<file path="src/rtl/prog_run_ctrl.sv">
// Run controller between the start/done handshake and the single-cycle core:
// slot select, core-reset stretch, halt detection, run-cycle counter, watchdog, abort.
module prog_run_ctrl #(
  parameter int                PC_W        = 8,
  parameter logic [PC_W-1:0]   HALT_PC     = '1,
  parameter int                NUM_PROGS   = 3,
  parameter int                SEL_W       = 2,
  parameter int                PROG_STRIDE = 64,
  parameter int                RST_CYCLES  = 2,
  parameter int                CYC_W       = 16,
  parameter int                TIMEOUT     = 0
) (
  input  logic             clk,
  input  logic             rst_n,
  input  logic             start,
  input  logic             abort,
  input  logic [SEL_W-1:0] prog_sel,
  input  logic [PC_W-1:0]  core_pc,
  output logic             core_rst,
  output logic [PC_W-1:0]  start_pc,
  output logic             busy,
  output logic             done,
  output logic             timeout,
  output logic             bad_sel,
  output logic [CYC_W-1:0] cycle_count
);

  localparam int               RST_W = (RST_CYCLES < 2) ? 1 : $clog2(RST_CYCLES + 1);
  localparam logic [31:0]      NP_C  = 32'(NUM_PROGS);
  localparam logic [CYC_W-1:0] TO_C  = CYC_W'(TIMEOUT);
  localparam logic [RST_W-1:0] RST_C = RST_W'(RST_CYCLES);

  typedef enum logic [1:0] {IDLE, CORE_RST, RUN, DONE} state_t;

  state_t           r_state;
  logic             r_start_q;
  logic             r_arm;
  logic [RST_W-1:0] r_rcnt;
  logic             r_core_rst, r_busy, r_done, r_timeout, r_bad_sel;
  logic [PC_W-1:0]  r_start_pc;
  logic [CYC_W-1:0] r_cyc;

  logic             w_edge, w_sel_ok, w_halt, w_to;
  logic [PC_W-1:0]  w_base;
  logic [CYC_W-1:0] w_cyc_inc;

  // r_arm masks the first cycle after reset so a start held across release is not an edge
  assign w_edge    = start & ~r_start_q & r_arm;
  assign w_sel_ok  = 32'(prog_sel) < NP_C;
  assign w_base    = PC_W'(32'(prog_sel) * 32'(PROG_STRIDE));
  assign w_cyc_inc = (r_cyc == '1) ? r_cyc : r_cyc + 1'b1;
  assign w_halt    = (core_pc == HALT_PC);
  assign w_to      = (TIMEOUT != 0) && (w_cyc_inc == TO_C);

  always_ff @(posedge clk or negedge rst_n) begin
    if (!rst_n) begin
      r_state    <= IDLE;
      r_start_q  <= 1'b0;
      r_arm      <= 1'b0;
      r_rcnt     <= '0;
      r_core_rst <= 1'b1;
      r_busy     <= 1'b0;
      r_done     <= 1'b0;
      r_timeout  <= 1'b0;
      r_bad_sel  <= 1'b0;
      r_start_pc <= '0;
      r_cyc      <= '0;
    end else begin
      r_start_q <= start;
      r_arm     <= 1'b1;
      case (r_state)
        IDLE, DONE: begin
          if (w_edge) begin
            if (w_sel_ok) begin
              r_state    <= CORE_RST;
              r_start_pc <= w_base;
              r_done     <= 1'b0;
              r_timeout  <= 1'b0;
              r_bad_sel  <= 1'b0;
              r_cyc      <= '0;
              r_rcnt     <= RST_C;
              r_busy     <= 1'b1;
              r_core_rst <= 1'b1;
            end else begin
              r_bad_sel  <= 1'b1;
            end
          end
        end
        CORE_RST: begin
          if (abort) begin
            r_state    <= IDLE;
            r_busy     <= 1'b0;
            r_done     <= 1'b0;
            r_core_rst <= 1'b1;
          end else if (r_rcnt <= RST_W'(1)) begin
            r_state    <= RUN;
            r_core_rst <= 1'b0;
          end else begin
            r_rcnt     <= r_rcnt - 1'b1;
          end
        end
        RUN: begin
          if (abort) begin
            r_state    <= IDLE;
            r_busy     <= 1'b0;
            r_done     <= 1'b0;
            r_core_rst <= 1'b1;
          end else begin
            r_cyc <= w_cyc_inc;
            // halt outranks the watchdog on a shared edge
            if (w_halt || w_to) begin
              r_state    <= DONE;
              r_done     <= 1'b1;
              r_timeout  <= ~w_halt;
              r_busy     <= 1'b0;
              r_core_rst <= 1'b1;
            end
          end
        end
        default: r_state <= IDLE;
      endcase
    end
  end

  assign core_rst    = r_core_rst;
  assign start_pc    = r_start_pc;
  assign busy        = r_busy;
  assign done        = r_done;
  assign timeout     = r_timeout;
  assign bad_sel     = r_bad_sel;
  assign cycle_count = r_cyc;

endmodule
</file>
<file path="config.mk">
export PLATFORM = sky130hd
export DESIGN_NAME = prog_run_ctrl
export DESIGN_NICKNAME = d
export VERILOG_FILES = /design/src/rtl/prog_run_ctrl.sv
export SDC_FILE = /design/constraint.sdc
export NUM_CORES = 1
export LEC_CHECK = 0
export CORE_AREA = 2 2 75 48
export DETAILED_ROUTE_END_ITERATION = 16
export DIE_AREA = 0 0 77 50
export DONT_BUFFER_PORTS = 1
export PLACE_DENSITY = 0.72
export SKIP_LAST_GASP = 1
export SLEW_MARGIN = 20
export SYNTH_ARGS = -nofsm -noshare
export SYNTH_HDL_FRONTEND = slang
export SYNTH_SLANG_ARGS = --single-unit
export TNS_END_PERCENT = 1
</file>
<file path="constraint.sdc">
create_clock -name clk -period 1.81 [get_ports clk]
set_input_delay 0.362 -clock clk [delete_from_list [all_inputs] [get_ports clk]]
set_output_delay 0.362 -clock clk [all_outputs]
set_load 0.05 [all_outputs]
</file>
After elaboration in Yosys (flattened, before gate mapping). Cells that the tools add are included. W data, S select, Z words.

$add $sub $neg: 2. Multipliers: 0. Divide/modulo/power cells: 0. Order comparisons: 2. Eq/ne operators: 15. Shift operators: 0. Muxes and demuxes: 36. Bitwise logic cells: 4. Reductions and logical operators: 11.

Operator list (count): $mux W16 (4); $pmux W16 S2 (1); $mux W2 (10); $add A16 B1 Y16 const B (1); $eq A16 B16 Y1 const B (1); $ne A2 B2 Y1 const B (8); $mux W1 (15); $reduce_and A5 Y1 (3); $pmux W1 S3 (3); $eq A8 B8 Y1 const B (1); $reduce_and A4 Y1 (2); $ne A3 B3 Y1 const B (2); $pmux W2 S3 (1); $eq A2 B2 Y1 const B (2); $pmux W2 S2 (1); $reduce_bool A2 Y1 (2); $reduce_and A3 Y1 (1); $and A1 B1 Y1 (2); $eq A2 B1 Y1 const B (1); $le A2 B1 Y1 const B (1); $logic_not A2 Y1 (1); $lt A2 B2 Y1 const B (1); $not A1 Y1 (2); $pmux W1 S2 (1); other kinds (3) (3).

Register bits after elaboration: 29. Bits in latches: 0. Memory bits (writable): 0. Bits in read-only memories: 0. Input bits: 14. Output and inout port bits: 29. Memories kept: 0.

Logic depth before layout (Yosys ltp). Gate-level depths: netlist (run 1).

Word-level depth: 5. Mapped depth: 8. Depth with buffers taken out: 7.

Worst setup path before layout (run 1). OpenSTA, ideal clock, no wires.

Kind: reg-to-reg. From: register r_cyc[0] (netlist: cycle_count[0]). To: register r_cyc[13] (netlist: cycle_count[13]). Library setup time: 0.124 ns. Data arrival time: 1.953 ns. Data required time: 1.686 ns. Path slack: -0.266 ns. Stages on the path, launching flop included: 8. Path buffers: 1. Clock period less this slack: 2.076 ns. Cell sequence: dfrtp_1 ha_1 and4_1 and2_1 and4_4 buf_2 nor4_1 a211o_1.

Cells in the longest elaborated chain, start to end: 4.

Ends and longest elaborated chain: start: declaration (line 41) `logic [CYC_W-1:0] r_cyc;`; start signal: assignment (line 109) `r_cyc <= w_cyc_inc;`; $add A16 B1 Y16 (line 51) `assign w_cyc_inc = (r_cyc == '1) ? r_cyc : r_cyc + 1'b1;`; $mux W16 (line 51); $mux W16 (line 103) `if (abort) begin`; $pmux W16 S2 (line 71) `case (r_state)`.

Several ways; a longest one is shown, not always the timed one. The select of a mux whose other input is x is not followed. A chain may end at the register's enable or synchronous reset.

Worst setup path after layout (run 1).
From: register r_cyc[1] (netlist: cycle_count[1]). To: register r_cyc[3] (netlist: cycle_count[3]).

Same word-level chain as after synthesis.

==> results of run 1 <==
[worst max path at each step]
stage	endpoint	slack, ns	cells after the start	startpoint
floorplan	cycle_count[5]	-0.04	7	cycle_count[1]
global placement	done	0.06	6	r_state[0]
detailed placement	cycle_count[10]	-0.07	6	r_state[0]
CTS	cycle_count[3]	-0.02	6	cycle_count[1]
global route	cycle_count[3]	-0.08	6	cycle_count[1]
finish	cycle_count[3]	-0.01	6	cycle_count[1]
[cell families after synthesis]
group / share of synthesized area
AO/OA/AOI/OAI: 0.192
adder cells (fa/ha/maj): 0.0293
buffers and inverters: 0.0615
flip-flops: 0.426
multiplexers: 0.0315
other: 0.00440
AND/OR/NAND/NOR: 0.256
[cell type report]
cell class                      count  area [µm²]
Timing Repair Buffer               28         225
Inverter                            4        15.0
Sequential cell                    29         743
Fill cell                         268        1110
Tap cell                           45        56.3
Clock buffer                        8        90.1
Multi-Input combinational cell    137         922
[state kept, by name, indices dropped and copies added (netlist names), 2 cells and up]
register / count
r_rcnt: 2
start_pc: 2
r_state: 2
cycle_count: 16
[per-stage QoR]
stage | hold WS [ns] | util | setup TNS [ns]
6_report | 0.110 | 0.649 | -0.0132
5_1_grt | 0.0990 | 0.649 | -0.267
4_1_cts | 0.103 | 0.646 | -0.0195
3_5_place_dp | 0.0668 | 0.606 | -0.106
3_3_place_gp | 0.0670 | 0.606 | 0
2_1_floorplan | 0.0664 | - | -0.208
[worst max-delay path, stage by stage, from the launching register on]
cell and delay, ns:
dfrtp_2 0.43, ha_4 0.17, and4_1 0.15, and2_1 0.18, and4_4 0.19, nand2b_4 0.22, o311ai_0 0.35
[where the power goes]
part           leakage (nW)  switching (mW)  internal, mW
Clock                0.0455           0.237         0.309
Sequential            0.361           0.306         0.780
Combinational         0.474           0.756         0.498
[routing by layer]
metal | wire (µm) | vias to the layer above
met1 | 1730 | 750
met3 | 351 | 6
met4 | 34 | 0
li1 | - | 699
met5 | 0 | -
met2 | 1940 | 68
[Yosys cell counts, types with 2 or more instances]
master | n | area share
a211o_1 | 2 | 0.010
a21bo_2 | 2 | 0.012
a21oi_1 | 3 | 0.0088
a22o_1 | 5 | 0.026
and2_1 | 2 | 0.0073
and3_1 | 4 | 0.015
and4_1 | 2 | 0.010
and4_4 | 3 | 0.020
buf_2 | 3 | 0.0088
buf_4 | 7 | 0.031
clkbuf_1 | 2 | 0.0044
conb_1 | 2 | 0.0044
dfrtp_1 | 28 | 0.41
ha_1 | 4 | 0.029
inv_1 | 4 | 0.0088
mux2_2 | 3 | 0.020
mux2i_1 | 2 | 0.012
nand2_1 | 16 | 0.035
nand2b_1 | 5 | 0.018
nand3_1 | 10 | 0.029
nand3b_1 | 4 | 0.018
nand4_1 | 4 | 0.015
nand4b_1 | 2 | 0.010
nor2_1 | 10 | 0.022
nor2b_1 | 2 | 0.0073
nor3_1 | 2 | 0.0059
o211ai_1 | 2 | 0.0088
o21ai_0 | 21 | 0.062
o221ai_1 | 2 | 0.010
o311ai_0 | 2 | 0.010
or3_1 | 2 | 0.0073
[repair_timing]
item,in CTS,in global routing
hold buffers,2,0
resized for setup,2,2
endpoints found under the setup margin,3,19
endpoints found under the hold margin,29,0
==> flow_summary.yaml, run 1 <==
run_status:
  status: "finished, violations left"
  violations: "setup timing"
grt:
  grt_use_total: 0.224
  grt_pass1_wl_mm: 6.75
  grt_max_degree: 30
  grt_use_met2: 0.382
  grt_busiest_layer: "met2"
  antenna_found_initial: 0
  grt_pass1_vias: 1505
  met1_usage: 0.277
  gr-total-overflow: 0
  met3_usage: 0.0604
clocking:
  cts_tree: "built"
  cts_buffers: 5
  worstSkewPairLatency_ns: 0.28
  tritoncts_num_sinks: 29
  cts_setup_buffers: 0
  clock_path_buffers: 2
  cts_root_buffer: "clkbuf_8"
  path_clk_slew_ns: 0.06
  h-tree-depth: 2
timing:
  slew_violations: 0
  fin_crit_sh: 1.01
  rsz0062_at_grt: "true"
  period_minus_slack_ns: 1.82
  setup_slack_ns: -0.0132
  hold_viol_final: 0
  setup_viol: 1
  max_freq_mhz: 548
  clock_skew_ns: 0.00540
hold_path:
  min_from: "start"
  worstHoldPathType: "in2reg"
  min_to: "r_start_q"
  hold_depth: 0
power:
  powerDensity_nw_per_um2: 1410
  total_power_mw: 2.89
  p_leak_nw: 0.881
  irDropWorstVdd_v: 0.00109
die:
  die_h_um: 50
  row_count: 16
  core_um2: 3160
  start_util: 0.540
  dieArea_um2: 3850
  io_pins: 43
  die_w_um: 77
synth:
  yosysUniqueCellTypes: 48
  synth-edff-count: 0
  postSynthCellCount: 179
  synth_area_um2: 1710
  yosysWarnings: 0
  syn_area_per_cell_um2: 9.54
  ys_ff_latch: 29
  synthArstFlopShare: 1.00
  yosys_most_used_dff: "dfrtp_1"
  synth-seq-area-share: 0.426
placed_design:
  placed_cell_area_um2: 1920
  place_ws_ns: -0.0680
  dp_hpwl_mm: 2.92
  gp_congestion: 0.884
  dp.cells: 241
  io_buffers: 0
route:
  post_drt_wl_per_cell_um: 16.1
  vias_per_cell: 6.07
  drtIter0Drc: 93
  drtPass1Iterations: 5
  drc: 0
  ant_nets: 0
  vias: 1523
  wl_mm: 4.05
setup_path:
  cp-start-kind: "flop"
  worst-r2r-setup-slack_ns: -0.01
  ff2ff_path_depth: 6
  worstSetupEndpointType: "flop"
  arrival_ns: 1.98
  crit_type: "reg2reg"
  r2r-end: "cycle_count[3]"
  worstPathRequired_ns: 1.97
  worstReg2RegStart: "cycle_count[1]"
  path_max_fanout: 14
finish:
  final_cells: 251
  area_growth_pct: 20.1
  diodes: 0
  final_area_um2: 2050
  layout_common_cells: "26 x buf_4, 21 x o21ai_0, 16 x nand2_1"
  final_common_cell: "buf_4"
  fin_nets: 223
  post_route_cells_drive_above_1_share: 0.320
job:
  maxCapViolCount: 0
No activity file was read; power rests on OpenSTA's default activity.
==> run 2, diff against run 1 <==
- CORE_AREA: 2 2 75 48 -> 2 2 71 46
- DIE_AREA: 0 0 77 50 -> 0 0 73 48
- PLACE_DENSITY: 0.72 -> 0.76
- SKIP_LAST_GASP: 1 -> unset
- clock period: 1.81 -> 1.8 ns (I/O delays scaled with it)
==> run 2 against run 1 <==
Compared with the run above:
- the flow now finishes without violations
- first-iteration DRC count is 4.3% higher
- setup slack better by 0.078 ns
- clock skew is 0.0015 ns higher
- routed wire length is 2.1% higher
- register-to-register slack better by 0.08 ns
- design area is 1.8% higher
- clock power hardly changed
- non-clock buffer count is 2 higher
- via count is 0.66% higher
- clock-buffer cell count stayed put
- cell count is 3.6% lower
- highest routed layer unchanged
==> flow_summary.yaml, run 2 (same netlist as run 1, synthesis figures left out) <==
clocking:
  path_clk_slew_ns: 0.06
  h-tree-depth: 2
  cts_buffers: 5
  cts_tree: "built"
  tritoncts_num_sinks: 29
  worstSkewPairLatency_ns: 0.28
  cts_root_buffer: "clkbuf_8"
  clock_path_buffers: 2
  cts_setup_buffers: 0
job:
  maxCapViolCount: 0
finish:
  largest_reg_flops: 16
  nFillCells: 196
  fin_nets: 225
  diodes: 0
  final_common_cell: "buf_4"
  layout_common_cells: "28 x buf_4, 19 x o21ai_0, 16 x nand2_1"
  post_route_cells_drive_above_1_share: 0.346
  area_growth_pct: 22.3
route:
  m1WireLength_mm: 1.78
  wl_met3_um: 326
  vias_per_cell: 6.33
  drc: 0
  ant_nets: 0
  vias: 1533
  drtIter0Drc: 97
  highest_layer: "met4"
  wl_mm: 4.14
  route.met2.wl_mm: 1.93
  drtPass1Iterations: 4
  post_drt_wl_per_cell_um: 17.1
setup_path:
  worstPathRequired_ns: 1.97
  crit_slowest_cell: "dfrtp_2"
  cp_top_family: "simple AND/OR/NAND/NOR gates"
  path_cells: "ha_4 -> and4_4 -> and2_1 -> and4_4 -> nand2b_4 -> a211o_1"
  crit_type: "reg2reg"
  cp_common_cell: "and4_4"
  arrival_ns: 1.90
  critPathMaxStageDelay_ns: 0.43
  path_max_fanout: 14
  cp_num_buf_inv: 0
  worstSetupEndpointType: "flop"
  cp-start-kind: "flop"
placed_design:
  io_buffers: 0
  gp_congestion: 0.865
  dp_hpwl_mm: 2.96
power:
  p_sw_mw: 1.34
  p_leak_nw: 0.896
  p_clk_frac: 0.184
  p_int_mw: 1.65
  powerDensity_nw_per_um2: 1430
  swShare: 0.448
  total_power_mw: 2.99
  irDropWorstVdd_v: 0.00118
  pwr-share-seq: 0.368
  p_comb_frac: 0.448
die:
  row_count: 15
  die_w_um: 73
  die_h_um: 48
  io_pins: 43
  start_util: 0.611
  core_um2: 2800
  dieArea_um2: 3500
timing:
  clock_skew_ns: 0.00692
  hold_viol_final: 0
  fin_crit_sh: 0.964
  tns_ns: 0
  period_minus_slack_ns: 1.73
  slew_violations: 0
  max_freq_mhz: 576
  setup_viol: 0
  whs_ns: 0.109
grt:
  grt_pass1_wl_mm: 6.68
  grt_use_total: 0.261
  grt_pass1_vias: 1478
  antenna_found_initial: 0
  grt_max_degree: 30
  gr-total-overflow: 0
hold_path:
  worstHoldPathType: "in2reg"
run_status:
  status: "finished, final reports clean"
## run 2: path summary, 6_finish.rpt
path	slack [ns]	from	end	cells after the start
setup / recovery	0.07	cycle_count[0]	cycle_count[15]	6
hold / removal	0.11	start	r_start_q	0
setup reg to reg	0.07	cycle_count[0]	cycle_count[15]	6
hold reg to reg	0.57	r_rcnt[0]	r_rcnt[0]	1
max in group asynchronous	1.05	rst_n	core_rst	2
min in group asynchronous	0.52	rst_n	r_state[1]	2
## run 2: power by group through the flow
| stage | registers (mW) | logic [mW] | clock network (mW) |
|---|---|---|---|
| after floorplan | 1.12 | 0.834 | 0 |
| after global placement | 1.09 | 1.14 | 0 |
| after detailed placement | 1.10 | 1.20 | 0 |
| after CTS | 1.09 | 1.26 | 0.555 |
| after global routing | 1.11 | 1.47 | 0.585 |
| final | 1.10 | 1.34 | 0.549 |
## run 2: layout make-up
| class | instances | area (µm²) | area share |
|---|---|---|---|
| repair buffers | 30 | 240 | 0.115 |
| well taps | 34 | 42.5 | 0.0204 |
| clock buffers | 8 | 90.1 | 0.0431 |
| inverters | 4 | 15.0 | 0.00719 |
| flip-flops and latches | 29 | 743 | 0.356 |
| multi-input cells | 137 | 957 | 0.458 |
## run 2: stage by stage
stage	setup WS [ns]	cells	instance area [µm²]	util
floorplan	-0.0498	184	1760	-
global placement	0.0594	232	1920	0.686
detailed placement	-0.0304	232	1920	0.686
CTS	0.0158	242	2050	0.732
global route	-0.0322	242	2090	0.747
finish	0.0651	242	2090	0.747
## run 2: repair_timing
item,4_1_cts,5_1_grt
gates resized for setup,3,9
endpoints found under the setup margin,3,13
endpoints found under the hold margin,29,0
hold buffers,2,0
pin swaps,0,2
## run 2: layer usage
layer | up-vias | global-route usage
li1 | 700 | -
met1 | 735 | 0.323
met2 | 82 | 0.440
met3 | 16 | 0.0716
met4 | 0 | 0.122
met5 | - | 0
